### config.mk
export PLATFORM = sky130hd
export DESIGN_NAME = dmem_bridge
export DESIGN_NICKNAME = d
export VERILOG_FILES = /design/src/rtl/dmem_bridge.sv
export SDC_FILE = /design/constraint.sdc
export NUM_CORES = 1
export LEC_CHECK = 0
export CORE_AREA = 5 5 133 160
export CTS_CLUSTER_DIAMETER = 60
export DETAILED_ROUTE_END_ITERATION = 16
export DIE_AREA = 0 0 138 165
export PLACE_DENSITY = 0.75
export SYNTH_ARGS = -nofsm -noshare
export SYNTH_HDL_FRONTEND = slang
export SYNTH_SLANG_ARGS = --single-unit
### constraint.sdc
create_clock -name CLK -period 5.26 [get_ports CLK]
set_input_delay 1.052 -clock CLK [delete_from_list [all_inputs] [get_ports CLK]]
set_output_delay 1.052 -clock CLK [all_outputs]
set_load 0.05 [all_outputs]
### src/rtl/dmem_bridge.sv
// rtl/dmem_bridge.sv - data-memory bridge: RAM pass-through, GPIO and a compare/reload timer.
module dmem_bridge #(
    parameter int address_size = 32,
    parameter int ram_words    = 1024
) (
    input  logic                         CLK,
    input  logic                         RESET,
    input  logic [address_size-1:0]      daddr,
    input  logic [address_size-1:0]      ddata_w,
    input  logic                         MemRead,
    input  logic                         MemWrite,
    output logic [address_size-1:0]      ddata_r,
    output logic [$clog2(ram_words)-1:0] ram_addr,
    output logic [address_size-1:0]      ram_wdata,
    output logic                         ram_we,
    input  logic [address_size-1:0]      ram_rdata,
    input  logic [31:0]                  gpio_in,
    output logic [31:0]                  gpio_out,
    output logic                         timer_irq,
    output logic                         bus_err
);
    localparam int AW = $clog2(ram_words);

    logic [31:0] gpio_out_q, gpio_out_d;
    logic [31:0] sync1_q, sync2_q;
    logic [31:0] cnt_q, cnt_d;
    logic [31:0] cmp_q, cmp_d;
    logic        en_q, en_d, reload_q, reload_d, match_q, match_d;
    logic        err_q;

    logic upper_zero, in_ram, periph, misaligned, strobe, mapped, err, wr_ok, rd_ok, hit;
    logic sel_gout, sel_gin, sel_cnt, sel_cmp, sel_ctrl;

    assign upper_zero = (daddr[address_size-1:13] == '0);
    assign in_ram     = upper_zero && !daddr[12];
    assign periph     = upper_zero && daddr[12];
    assign sel_gout   = periph && (daddr[11:0] == 12'h000);
    assign sel_gin    = periph && (daddr[11:0] == 12'h004);
    assign sel_cnt    = periph && (daddr[11:0] == 12'h008);
    assign sel_cmp    = periph && (daddr[11:0] == 12'h00C);
    assign sel_ctrl   = periph && (daddr[11:0] == 12'h010);
    assign mapped     = in_ram || sel_gout || sel_gin || sel_cnt || sel_cmp || sel_ctrl;
    assign misaligned = (daddr[1:0] != 2'b00);
    assign strobe     = MemRead || MemWrite;

    // Any error condition squashes both the register update and the read data.
    assign err   = strobe && ((MemRead && MemWrite) || misaligned || !mapped || (MemWrite && sel_gin));
    assign wr_ok = MemWrite && !MemRead && !err;
    assign rd_ok = MemRead && !MemWrite && !err;
    assign hit   = en_q && (cnt_q == cmp_q);

    assign ram_addr  = daddr[AW+1:2];
    assign ram_wdata = ddata_w;
    assign ram_we    = wr_ok && in_ram && !RESET;
    assign gpio_out  = gpio_out_q;
    assign timer_irq = match_q;
    assign bus_err   = err_q;

    always_comb begin
        ddata_r = '0;
        if (rd_ok) begin
            if (in_ram)        ddata_r = ram_rdata;
            else if (sel_gout) ddata_r = gpio_out_q;
            else if (sel_gin)  ddata_r = sync2_q;
            else if (sel_cnt)  ddata_r = cnt_q;
            else if (sel_cmp)  ddata_r = cmp_q;
            else if (sel_ctrl) ddata_r = {29'b0, match_q, reload_q, en_q};
        end
    end

    always_comb begin
        gpio_out_d = gpio_out_q;
        cmp_d      = cmp_q;
        en_d       = en_q;
        reload_d   = reload_q;
        match_d    = match_q;
        cnt_d      = cnt_q;
        if (en_q) cnt_d = (hit && reload_q) ? 32'd0 : cnt_q + 32'd1;
        if (wr_ok) begin
            if (sel_gout) gpio_out_d = ddata_w;
            if (sel_cnt)  cnt_d      = ddata_w;
            if (sel_cmp)  cmp_d      = ddata_w;
            if (sel_ctrl) begin
                en_d     = ddata_w[0];
                reload_d = ddata_w[1];
                if (ddata_w[2]) match_d = 1'b0;
            end
        end
        // A match in the same cycle as a write-1-to-clear keeps the flag set.
        if (hit) match_d = 1'b1;
    end

    always_ff @(posedge CLK or posedge RESET) begin
        if (RESET) begin
            gpio_out_q <= '0;
            sync1_q    <= '0;
            sync2_q    <= '0;
            cnt_q      <= '0;
            cmp_q      <= 32'hFFFF_FFFF;
            en_q       <= 1'b0;
            reload_q   <= 1'b0;
            match_q    <= 1'b0;
            err_q      <= 1'b0;
        end else begin
            gpio_out_q <= gpio_out_d;
            sync1_q    <= gpio_in;
            sync2_q    <= sync1_q;
            cnt_q      <= cnt_d;
            cmp_q      <= cmp_d;
            en_q       <= en_d;
            reload_q   <= reload_d;
            match_q    <= match_d;
            err_q      <= err_q || err;
        end
    end
endmodule

==> results_dict.tcl <==
set metrics [dict create \
    drv_cap 0 \
    cts_hold_buf 0 \
    cts_tree "yes" \
    fin_setup_tns_ns 0 \
    diodes 0 \
    wire_per_inst_um 20.40 \
    crit_family "simple AND/OR/NAND/NOR gates" \
    yosysWarnings 0 \
    fin_skew_ns 0.009864 \
    cts_buffers 17 \
    drt-initial-drc-count 369 \
    grt_overflow_total 0 \
    endpoint_kind "output port" \
    grt_max_degree 165 \
    cts.clk_slew.worst_paths_ns 0.06 \
    synth_cells 681 \
    final_cell_mix "clkdlybuf4s50_1 (206), dfrtp_1 (132), mux2_2 (67)" \
    dieWidth_um 138 \
    synth_area_per_cell_um2 12.04 \
    p_per_area_nw_per_um2 249.8 \
    grt_pass1_vias 6535 \
    final_common_cell "clkdlybuf4s50_1" \
    ys_async_sr_fraction 1.000 \
    grt_usage 0.2070 \
    path_class "in -> out" \
    vias 6196 \
    synth_top_cell_area_share 0.4028 \
    rows 56 \
    synth.area.top_cells "dfrtp_1 (40%), dfstp_2 (10%), mux2_2 (9.2%)" \
    grt_first_pass_wirelength_mm 37.03 \
    holdWs_ns 0.3471 \
    final_cells 1147 \
    ant_nets 0 \
    ys.flop_type "dfrtp_1" \
    cts_buffer_depth 2 \
    fin_nets 1006 \
    finalHoldViolCount 0 \
    rsz0062_at_grt "false" \
    dpl.hpwl_mm 17.09 \
    ys_types 42 \
    drc 0 \
    cts.sinks 164 \
    p_leak_nw 4.636 \
    core_area_um2 19480 \
    dr.pass1.iters 5 \
    area_delta_synth_final_pct 40.39 \
    layout-drive-gt1-share 0.2449 \
    crit_slowest_cell "a2111oi_0" \
    max_clock_freq_mhz 215.9 \
    final_area_um2 11510 \
    netlist_area_um2 8200 \
    synth-edff-count 0 \
    grt_antenna_before_repair 0 \
    slew_violations 0 \
    cp_max_fo 16 \
    cts_resized 0 \
    fillers 1626 \
    cts_root_buf "clkbuf_16" \
    fp.dieH_um 165 \
    tightest_slew_ns 1.135 \
    final-setup-viol-count 0 \
    die_area_um2 22770 \
    timing.critical_path.cells "clkdlybuf4s50_1 > nor4_1 > and4_1 > nand2_1 > a2111oi_0 > nand3b_1 > buf_4 > nor2_1 > buf_12" \
    ys_ff_latch 164 \
    cts_max_level 4 \
    outcome "finished, final reports clean" \
    post-route-period-util 0.8807 \
    synth_top_area_cell "dfrtp_1" \
    critPathBufInv 3 \
    initial_core_util 0.4210 \
    slew_headroom 0.2373 \
    cp.required_ns 4.21 \
    cpPeakStageDelay_ns 0.51 \
    syn-num-nets 814 \
    layout_min_cycle_time_ns 4.633 \
    hold_path_class "reg -> reg" \
    start_kind "input pin" \
    ys_seq_area_frac 0.5053 \
    worstPathArrival_ns 3.58 \
    wirelength_mm 23.39 \
    avgViaCountPerCell 5.402 \
    ios 241 \
    portBuffers 240 \
    dp_cells 1115 \
    clkLatencyLatePin_ns 0.43 \
    ir_drop_mv 0.1891 \
    postCtsSetupBuffers 0 \
    placedInstanceArea_um2 10900 \
    gp_congestion 0.8119 \
]
## synthesized netlist by cell type, types with 2 or more instances
cell	number
a22oi_1	31
and4_1	6
nand3_1	15
buf_4	42
a2111oi_0	4
dfstp_2	32
mux2_2	67
a31oi_1	2
dfrtp_1	132
nand2_1	19
and3_1	8
mux4_2	31
a21o_1	32
nor4_1	10
inv_1	18
nor2_1	48
o22ai_1	3
xnor2_1	38
buf_1	4
nor2b_1	10
nor4b_1	3
nand4_1	18
clkbuf_1	22
buf_2	12
o21ai_0	4
buf_6	3
nor3_1	40
xor2_1	13
## through the flow
| stage | util | setup WS [ns] | total power, mW |
|---|---|---|---|
| after floorplan | - | 0.7433 | 1.470 |
| after global placement | 0.5597 | 0.7167 | 1.614 |
| after detailed placement | 0.5597 | 0.6259 | 1.617 |
| after CTS | 0.5910 | 0.6193 | 2.901 |
| after global routing | 0.5910 | 0.4936 | 2.977 |
| final | 0.5910 | 0.6273 | 2.876 |
## final timing paths
path                              from           end  slack [ns]  cells past startpoint
min in group asynchronous        RESET   sync2_q[31]        1.16                      3
hold / removal             sync1_q[25]   sync2_q[25]        0.35                      0
hold reg to reg            sync1_q[25]   sync2_q[25]        0.35                      0
setup / recovery             daddr[19]   ddata_r[30]        0.63                      9
max in group asynchronous        RESET  gpio_out[30]        3.22                      3
setup reg to reg              cnt_q[9]     cnt_q[28]        2.24                      7
## registers in the layout, summed over array words and instances, names as in the netlist
signal	flops
cmp_q	32
cnt_q	32
gpio_out	32
sync1_q	32
sync2_q	32
bus_err	1
en_q	1
reload_q	1
timer_irq	1
## final cells by class
class | count | area, um^2 | area share
Clock inverter | 11 | 150.1 | 0.01304
Inverter | 18 | 71.32 | 0.006195
Multi-Input combinational cell | 416 | 3502 | 0.3042
Clock buffer | 21 | 460.4 | 0.04000
Tap cell | 261 | 326.6 | 0.02837
Sequential cell | 164 | 4144 | 0.3600
Timing Repair Buffer | 256 | 2858 | 0.2482
## where the power goes
| group | switching (mW) | leakage [nW] | internal, mW |
|---|---|---|---|
| clock | 0.509 | 0.294 | 0.775 |
| sequential | 0.00619 | 1.85 | 1.29 |
| combinational | 0.149 | 2.49 | 0.149 |
## metal layers
layer / global-route usage / wire length (um) / up-vias / share of wire
met5: 0 / 0 / - / 0
met4: 0.04987 / 182 / 0 / 0.0078
met3: 0.05242 / 1525 / 14 / 0.065
met2: 0.3575 / 12060 / 224 / 0.52
met1: 0.2634 / 9627 / 3147 / 0.41
li1: - / - / 2811 / -
## cell families after synthesis
family | after synthesis | share of synthesized area
xor+xnor | 51 | 0.05447
compound gates | 83 | 0.07507
mux | 98 | 0.1771
flops | 164 | 0.5053
fa+ha+maj | 1 | 0.001526
buf+inv | 101 | 0.07003
simple gates | 183 | 0.1164
Note: power is estimated with default switching activity, not from simulation.
